File: src/rtl/anti_theft_pkg.sv
// Shared encoding and default delays for the anti-theft controller, its time-parameter block and bench.
// Optional fuel-pump immobiliser is enabled by defining FUEL_PUMP_EN.
package anti_theft_pkg;

    typedef logic [3:0] tval_t;

    typedef enum logic [2:0] {
        ARMED,
        TRIGGERED,
        SOUND_ALARM,
        DISARMED,
        WAIT_OPEN,
        WAIT_CLOSE,
        ARM_DELAY
    } state_e;

    localparam tval_t T_ARM_DELAY       = 4'd6;
    localparam tval_t T_DRIVER_DELAY    = 4'd8;
    localparam tval_t T_PASSENGER_DELAY = 4'd15;
    localparam tval_t T_ALARM_ON        = 4'd10;

endpackage

File: src/rtl/anti_theft_fsm_if.sv
// Sensor and countdown-timer signals of the anti-theft controller; slave = controller side.
// Fuel-pump signals (FUEL_PUMP_EN) are plain ports on the top, not part of this bundle.
interface anti_theft_fsm_if;
    import anti_theft_pkg::*;

    logic  ignition;
    logic  door_driver;
    logic  door_pass;
    logic  expired;
    logic  two_hz_enable;
    logic  start_timer;
    tval_t timer_value;
    logic  siren;
    logic  status_led;

    modport slave (
        input  ignition, door_driver, door_pass, expired, two_hz_enable,
        output start_timer, timer_value, siren, status_led
    );

    modport master (
        output ignition, door_driver, door_pass, expired, two_hz_enable,
        input  start_timer, timer_value, siren, status_led
    );

endinterface

File: src/rtl/fuel_pump_ctrl.sv
// Immobiliser: pump power only after brake and hidden switch were seen together since ignition rose.
// Instantiated by anti_theft_fsm only when FUEL_PUMP_EN is defined.
module fuel_pump_ctrl
    import anti_theft_pkg::*;
(
    input  logic clock,
    input  logic reset,
    input  logic ignition_i,
    input  logic brake_i,
    input  logic hidden_switch_i,
    output logic pump_o
);

    logic pump_q, pump_d;

    // The latch itself is the output; dropping ignition clears it on the next edge.
    always_comb begin
        pump_d = ignition_i & (pump_q | (brake_i & hidden_switch_i));
    end

    always_ff @(posedge clock) begin
        if (!reset) pump_q <= 1'b0;
        else        pump_q <= pump_d;
    end

    assign pump_o = pump_q;

endmodule

File: src/rtl/anti_theft_fsm.sv
// Anti-theft main controller: arms after the driver leaves, alarms on intrusion, drives the countdown timer.
// Define FUEL_PUMP_EN to add the brake/hidden_switch fuel-pump immobiliser ports.
module anti_theft_fsm
    import anti_theft_pkg::*;
#(
    parameter tval_t ARM_DLY  = T_ARM_DELAY,
    parameter tval_t DRV_DLY  = T_DRIVER_DELAY,
    parameter tval_t PASS_DLY = T_PASSENGER_DELAY,
    parameter tval_t ALARM_ON = T_ALARM_ON
) (
    input  logic            clock,
    input  logic            reset,
    anti_theft_fsm_if.slave bus
`ifdef FUEL_PUMP_EN
    ,
    input  logic            brake,
    input  logic            hidden_switch,
    output logic            fuel_pump_power
`endif
);

    state_e state_q, state_d;
    logic   siren_q, siren_d;
    logic   led_q, led_d;
    logic   start_q, start_d;
    tval_t  value_q, value_d;
    logic   exp_qual, open_any;

    // The timer only clears expired one edge after our load pulse, so ignore it during the pulse.
    assign exp_qual = bus.expired & ~start_q;
    assign open_any = bus.door_driver | bus.door_pass;

    always_comb begin
        state_d = state_q;
        siren_d = siren_q;
        led_d   = led_q;
        start_d = 1'b0;
        value_d = value_q;
        if (bus.ignition) begin
            state_d = DISARMED;
            siren_d = 1'b0;
            led_d   = 1'b0;
        end else begin
            case (state_q)
                ARMED: begin
                    siren_d = 1'b0;
                    if (bus.door_driver) begin
                        state_d = TRIGGERED;
                        start_d = 1'b1;
                        value_d = DRV_DLY;
                        led_d   = 1'b1;
                    end else if (bus.door_pass) begin
                        state_d = TRIGGERED;
                        start_d = 1'b1;
                        value_d = PASS_DLY;
                        led_d   = 1'b1;
                    end else if (bus.two_hz_enable) begin
                        led_d = ~led_q;
                    end
                end
                TRIGGERED: begin
                    led_d = 1'b1;
                    if (exp_qual) begin
                        state_d = SOUND_ALARM;
                        start_d = 1'b1;
                        value_d = ALARM_ON;
                        siren_d = 1'b1;
                    end
                end
                SOUND_ALARM: begin
                    siren_d = 1'b1;
                    led_d   = 1'b1;
                    // An open door keeps reloading the timer, so the siren outlasts it.
                    if (open_any) begin
                        start_d = 1'b1;
                        value_d = ALARM_ON;
                    end else if (exp_qual) begin
                        state_d = ARMED;
                        siren_d = 1'b0;
                        led_d   = 1'b0;
                    end
                end
                DISARMED: begin
                    siren_d = 1'b0;
                    led_d   = 1'b0;
                    state_d = WAIT_OPEN;
                end
                WAIT_OPEN: begin
                    if (bus.door_driver) state_d = WAIT_CLOSE;
                end
                WAIT_CLOSE: begin
                    if (!bus.door_driver) begin
                        state_d = ARM_DELAY;
                        start_d = 1'b1;
                        value_d = ARM_DLY;
                    end
                end
                ARM_DELAY: begin
                    if (open_any) begin
                        state_d = WAIT_CLOSE;
                    end else if (exp_qual) begin
                        state_d = ARMED;
                        led_d   = 1'b0;
                    end
                end
                default: begin
                    state_d = ARMED;
                    siren_d = 1'b0;
                    led_d   = 1'b0;
                end
            endcase
        end
    end

    always_ff @(posedge clock) begin
        if (!reset) begin
            state_q <= ARMED;
            siren_q <= 1'b0;
            led_q   <= 1'b0;
            start_q <= 1'b0;
            value_q <= '0;
        end else begin
            state_q <= state_d;
            siren_q <= siren_d;
            led_q   <= led_d;
            start_q <= start_d;
            value_q <= value_d;
        end
    end

    assign bus.siren       = siren_q;
    assign bus.status_led  = led_q;
    assign bus.start_timer = start_q;
    assign bus.timer_value = value_q;

`ifdef FUEL_PUMP_EN
    fuel_pump_ctrl u_fuel_pump (
        .clock           (clock),
        .reset           (reset),
        .ignition_i      (bus.ignition),
        .brake_i         (brake),
        .hidden_switch_i (hidden_switch),
        .pump_o          (fuel_pump_power)
    );
`endif

endmodule

File: src/flat_wrapper.sv
// flat-port wrapper written by rule: the top's interface ports become plain ports
module anti_theft_fsm_flat import anti_theft_pkg::*;
#(
    parameter tval_t ARM_DLY  = T_ARM_DELAY,
    parameter tval_t DRV_DLY  = T_DRIVER_DELAY,
    parameter tval_t PASS_DLY = T_PASSENGER_DELAY,
    parameter tval_t ALARM_ON = T_ALARM_ON
)
  (clock, reset, bus_ignition, bus_door_driver, bus_door_pass, bus_expired, bus_two_hz_enable, bus_start_timer, bus_timer_value, bus_siren, bus_status_led);
  anti_theft_fsm_if bus_i ();
  input  logic clock;
  input  logic reset;
  input wire logic [$bits(bus_i.ignition)-1:0] bus_ignition;
  input wire logic [$bits(bus_i.door_driver)-1:0] bus_door_driver;
  input wire logic [$bits(bus_i.door_pass)-1:0] bus_door_pass;
  input wire logic [$bits(bus_i.expired)-1:0] bus_expired;
  input wire logic [$bits(bus_i.two_hz_enable)-1:0] bus_two_hz_enable;
  output wire logic [$bits(bus_i.start_timer)-1:0] bus_start_timer;
  output wire logic [$bits(bus_i.timer_value)-1:0] bus_timer_value;
  output wire logic [$bits(bus_i.siren)-1:0] bus_siren;
  output wire logic [$bits(bus_i.status_led)-1:0] bus_status_led;
  assign bus_i.ignition = bus_ignition;
  assign bus_i.door_driver = bus_door_driver;
  assign bus_i.door_pass = bus_door_pass;
  assign bus_i.expired = bus_expired;
  assign bus_i.two_hz_enable = bus_two_hz_enable;
  assign bus_start_timer = bus_i.start_timer;
  assign bus_timer_value = bus_i.timer_value;
  assign bus_siren = bus_i.siren;
  assign bus_status_led = bus_i.status_led;
  anti_theft_fsm #(.ARM_DLY(ARM_DLY), .DRV_DLY(DRV_DLY), .PASS_DLY(PASS_DLY), .ALARM_ON(ALARM_ON)) u_core (.clock(clock), .reset(reset), .bus(bus_i));
endmodule
File: config.mk
export PLATFORM = sky130hd
export DESIGN_NAME = anti_theft_fsm_flat
export DESIGN_NICKNAME = d
export VERILOG_FILES = /design/src/rtl/anti_theft_pkg.sv /design/src/rtl/anti_theft_fsm_if.sv /design/src/rtl/fuel_pump_ctrl.sv /design/src/rtl/anti_theft_fsm.sv /design/src/flat_wrapper.sv
export SDC_FILE = /design/constraint.sdc
export NUM_CORES = 1
export LEC_CHECK = 0
export CORE_AREA = 2 2 39 41
export DETAILED_ROUTE_END_ITERATION = 7
export DIE_AREA = 0 0 41 43
export GPL_TIMING_DRIVEN = 0
export MAX_ROUTING_LAYER = met4
export PLACE_DENSITY = 0.72
export RECOVER_POWER = 25
export SYNTH_ARGS = -nofsm -noshare
export SYNTH_HDL_FRONTEND = slang
export SYNTH_HIERARCHICAL = 1
export SYNTH_SLANG_ARGS = --single-unit
export TNS_END_PERCENT = 50
File: constraint.sdc
create_clock -name clock -period 1.3 [get_ports clock]
set_input_delay 0.195 -clock clock [delete_from_list [all_inputs] [get_ports clock]]
set_output_delay 0.195 -clock clock [all_outputs]
set_load 0.02 [all_outputs]
Yosys cells after proc, flatten, opt, wreduce, memory -nomap -nowiden
Index checks and enable logic that the tools add are counted.
W data, S select, Z words.
Operators by class
  reductions and logical operators: 10
  bitwise logic cells: 8
  mux-type cells: 32
  equal/unequal tests: 20
Operators by type and width (count)
  $mux W3: 8
  $pmux W3 S7: 1
  $mux W4: 5
  $pmux W4 S4: 1
  $mux W1: 13
  $ne A3 B3 Y1 const B: 4
  $reduce_and A5 Y1: 2
  $eq A3 B3 Y1 const B: 3
  $ne A2 B2 Y1 const B: 4
  $ne A4 B4 Y1 const B: 2
  $eq A3 B2 Y1 const B: 2
  $ne A2 B1 Y1 const B: 3
  $not A1 Y1: 6
  $reduce_and A6 Y1: 1
  $pmux W1 S5: 1
  $pmux W1 S4: 1
  $reduce_and A4 Y1: 1
  $reduce_bool A4 Y1: 1
  $reduce_or A2 Y1: 2
  $eq A3 B1 Y1 const B: 1
  $logic_not A3 Y1: 1
  $ne A3 B2 Y1 const B: 1
  $pmux W1 S3: 1
  $reduce_or A3 Y1: 1
  4 further kinds: 4
Word-level totals
  bits of input ports: 7
  bits in registers: 10
  output and inout port bits: 7
  logic and storage cells: 76

Depth between registers and ports, before layout
  depth after elaboration: 6
  depth in mapped cells: 5
  gate-level depth less buffers: 4

Worst setup path after synthesis
No wires, ideal clock.
  path type: reg-to-reg
  from: register u_core.start_q, in the netlist u_core/bus.start_timer
  to: register u_core.value_q[2], in the netlist u_core/bus.timer_value[2]
  path buffers: 0
  cell stages (with the launch flop): 5
  arrival time: 1.074 ns
  period minus slack after synthesis: 1.197 ns
  data required time: 1.176 ns
  setup slack: 0.103 ns
  library setup time: 0.124 ns
  cell sequence: dfxtp_1 -> nand2b_1 -> a31oi_1 -> nand2_1 -> mux2i_1
On the way
  longest elaborated chain between the ends: 4
Ends and longest elaborated chain
  from (decl): line anti_theft_fsm.sv:25  | logic start_q, start_d;
  from (signal assigned): line anti_theft_fsm.sv:126  | start_q <= start_d;
  $not A1 Y1: line anti_theft_fsm.sv:30  | assign exp_qual = bus.expired & ~start_q;
  $and A1 B1 Y1: line anti_theft_fsm.sv:30
  $ne A2 B1 Y1 (no source line)
  $reduce_and A6 Y1 (no source line)
  to (signal assigned): line anti_theft_fsm.sv:127  | value_q <= value_d;
  to (decl): line anti_theft_fsm.sv:26  | tval_t value_q, value_d;
No other way between the ends.
A chain may end at the register's enable or synchronous reset.

Worst setup path in the final report
  from: register u_core.state_q[0]
  to: register u_core.state_q[0]
On the way
  longest elaborated chain between the ends: 4
  elaborated cells on any way between the ends: 18
  those cells by class: 11 x eq/ne; 5 x mux; 2 x reduce/logical
Ends and longest elaborated chain
  from (decl): line anti_theft_fsm.sv:22  | state_e state_q, state_d;
  from (signal assigned): line anti_theft_fsm.sv:123  | state_q <= state_d;
  $mux W3
  $mux W3 (on tied branches)
  $pmux W3 S7: line anti_theft_fsm.sv:44  | case (state_q)
  $mux W2: line anti_theft_fsm.sv:39  | if (bus.ignition) begin
Several ways; a longest one is shown, not always the timed one. The select of a mux whose other input is x is not followed.

==> impl_metrics.env <==
export IMPL_run_status="complete, no violations"
export IMPL_timing_critical_path_cells="buf_6, or4_1, a31oi_1"
export IMPL_depth_of_the_critical_timing_path_with_buffers_and_inverters_included=3
export IMPL_cts_inserted_buffers=3
export IMPL_switching_power_of_the_nets_mw=0.251
export IMPL_leading_cell_types_by_total_area_after_synthesis="dfxtp_1, mux2i_1, o21ai_0"
export IMPL_drtIter0Drc=24
export IMPL_finalSetupViolCount=0
export IMPL_drc=0
export IMPL_worstRegToRegCells=3
export IMPL_syn_num_nets=82
export IMPL_timing_critical_path_from_type="flip-flop"
export IMPL_sequential_element_share_of_the_synthesized_area=0.339
export IMPL_cpMaxStageDelayCell="or4_1"
export IMPL_cp_capture_type="flip-flop"
export IMPL_final_design_area_no_fill_um2=825
export IMPL_worstReg2RegStart="u_core/state_q[0]"
export IMPL_grt_start_max_net_pins=11
export IMPL_power_frac_comb=0.292
export IMPL_grt_remaining_overflow=0
export IMPL_fin_hold_ws_ns=0.338
export IMPL_synth_warnings=6
export IMPL_critical_path_n_buffers_inverters=1
export IMPL_tritoncts="done"
export IMPL_sw_frac_of_total=0.315
export IMPL_antenna_found_initial=0
export IMPL_nets=100
export IMPL_reg2reg_setup_slack_ns=0.02
export IMPL_post_synth_instance_area_um2=591
export IMPL_effective_utilization_at_floorplan=0.427
export IMPL_post_synth_top_area_cell="dfxtp_1"
export IMPL_worst_slack_ns=0.0190
export IMPL_leakage_nw=0.350
export IMPL_cts_hold_fix_buffers=0
export IMPL_cp_data_required_time_ns=1.48
export IMPL_totalWireLength_um=1490
export IMPL_timing_critical_path_to="u_core/state_q[0]"
export IMPL_cellPowerDensity_nw_per_um2=966
export IMPL_floorplan_die_area_um2=1760
export IMPL_timing_critical_path_from="u_core/state_q[0]"
export IMPL_synth_distinct_cells=28
export IMPL_unrepaired_setup_endpoints_after_global_routing="true"
export IMPL_worst_setup_hold_path_clk_slew_ns=0.06
export IMPL_clk_latency_ns=0.26
export IMPL_die_w_um=41
export IMPL_rows=14
export IMPL_cts_root_buf="clkbuf_4"
export IMPL_reg_power_frac=0.442
export IMPL_post_place_instance_area_um2=731
export IMPL_reg2reg_to="u_core/state_q[0]"
export IMPL_core_area_um2=1380
export IMPL_hold_path_cell_count=3
export IMPL_max_slew_margin_rel=0.747
export IMPL_finalMaxSlewViolations=0
export IMPL_number_of_global_route_vias_before_repair=499
export IMPL_drive_gt1_frac=0.187
export IMPL_ant_nets=0
export IMPL_report_power_total_mw=0.796
export IMPL_diodes=0
export IMPL_dpl_hpwl_um=986
export IMPL_maxCapViolations=0
export IMPL_arrival_ns=1.46
export IMPL_worst_path_dominant_cell_family="simple AND/OR/NAND/NOR gates"
export IMPL_first_pass_grt_wire_length_um=2270
export IMPL_setup_total_negative_slack_ns=0
export IMPL_timing_fmax_mhz=781
export IMPL_numPortBuffers=12
export IMPL_clock_path_buffers=2
export IMPL_detailedPlace_worstSlack_ns=-0.411
export IMPL_cellInternalPower_mw=0.545
export IMPL_post_drt_wl_per_cell_um=13.9
export IMPL_die_y_um=43
export IMPL_min_period_over_period=0.985
export IMPL_timing_final_hold_violations=0
export IMPL_hold_start="reset"
export IMPL_syn_mean_instance_area_um2=7.87
export IMPL_htree_levels=1
export IMPL_path_max_fanout=10
export IMPL_flow_area_growth_from_synthesis_pct=39.6
export IMPL_worst_slew_pin_transition_ns=0.379
export IMPL_timing_final_crit_period_ns=1.28
export IMPL_clockPowerShare=0.265
export IMPL_worstSetupPathType="flip-flop to flip-flop"
export IMPL_routed_via_density=5.46
export IMPL_gp_routability_congestion=0.822
export IMPL_top_area_cell_type_share_of_the_netlist_area=0.339
export IMPL_vias=584
export IMPL_grt_total_usage=0.199
export IMPL_ys_seq_elements=10
export IMPL_drt_first_pass_iters=4
export IMPL_hold_path_class="primary input to flip-flop"
export IMPL_postSynthCellCount=75
export IMPL_max_rail_drop_vdd_mv=0.658
export IMPL_clock_sink_count=10
export IMPL_timing_critical_path_slowest_cell_delay_ns=0.51
export IMPL_num_io_pins=14
export IMPL_finClkSkew_ns=0.00337
==> cell usage after synthesis (all sizes together) <==
cell type and n:
dfxtp 10, o21ai 8, a21oi 7, nor2 7, nand2 6, inv 4, mux2i 4, nand2b 4
a31oi 3, buf 3, nor2b 3, a221oi 1, and2 1, and3 1, clkbuf 1, nand3b 1
nand4 1, nor3 1, nor3b 1, nor4b 1, o2111ai 1, o21bai 1, o221ai 1, o2bb2ai 1
or2b 1, or3 1, or4 1
==> cells by family after synthesis <==
family                 after synthesis  synth area share
AOI/OAI and AO/OA                   23             0.242
buffers and inverters                8            0.0678
and+or+nand+nor                     30             0.284
muxes                                4            0.0678
DFF                                 10             0.339
==> stage by stage <==
step / util / std cells
6_report: 0.596 / 107
5_1_grt: 0.596 / 107
4_1_cts: 0.554 / 106
3_5_place_dp: 0.528 / 103
3_3_place_gp: 0.528 / 103
2_1_floorplan: - / 75
==> worst min-delay path: cells and delay by family <==
| family | cells | cell delay (ns) |
|---|---|---|
| buf+inv | 1 | 0.19 |
| compound gates | 1 | 0.13 |
| simple gates | 1 | 0.04 |
==> what timing repair did <==
item                                    4_1_cts  5_1_grt
cloned                                        0        0
endpoints found under the hold margin         0        0
pin swaps                                     1        1
gates resized for setup                      13       13
buffers inserted                              0        1
endpoints found under the setup margin       14        8
==> state kept, by name (all words and copies together), names as in the netlist <==
signal	count
u_core/state_q	3
u_core/bus.siren	1
u_core/bus.timer_value	4
u_core/bus.start_timer	1
u_core/bus.status_led	1
==> placed cells by master, fill, tap and decap left out, types with 2 or more instances in the layout <==
cell type / instances
clkbuf_4: 3
inv_1: 4
dlygate4sd2_1: 8
dfxtp_2: 2
nor2_1: 7
nand2b_1: 4
mux2i_1: 4
buf_4: 2
clkdlybuf4s50_1: 3
nand2_1: 5
nor2b_1: 2
o21ai_0: 7
a31oi_1: 2
a21oi_1: 7
dfxtp_1: 7
==> final cells by class <==
cell class | instances | area [um^2]
buffer | 4 | 27.5
clock buffer | 3 | 22.5
fill | 129 | 559
inverter | 4 | 15.0
multi-input combinational | 57 | 413
sequential | 10 | 206
tap | 16 | 20.0
timing repair buffer | 13 | 120
==> power groups by stage <==
stage,Clock [mW],Combinational [mW],Sequential (mW)
final,0.211,0.233,0.352
after global placement,0,0.207,0.354
after CTS,0.217,0.204,0.350
after detailed placement,0,0.209,0.355
after global routing,0.229,0.257,0.356
after floorplan,0,0.112,0.374
==> how the worst min path moves through the flow <==
stage	end	slack (ns)
after CTS	u_core/bus.timer_value[3]	0.31
after floorplan	u_core/bus.timer_value[3]	0.36
after global routing	u_core/bus.timer_value[1]	0.37
after global placement	u_core/bus.timer_value[1]	0.44
after detailed placement	u_core/bus.timer_value[0]	0.46
final	u_core/bus.timer_value[3]	0.34
==> per-layer routing <==
layer	wire, um	track usage
met5	0	-
met4	0	0.133
met3	57	0.0314
met2	760	0.259
met1	666	0.270
Note: power is estimated with default switching activity, not from simulation.
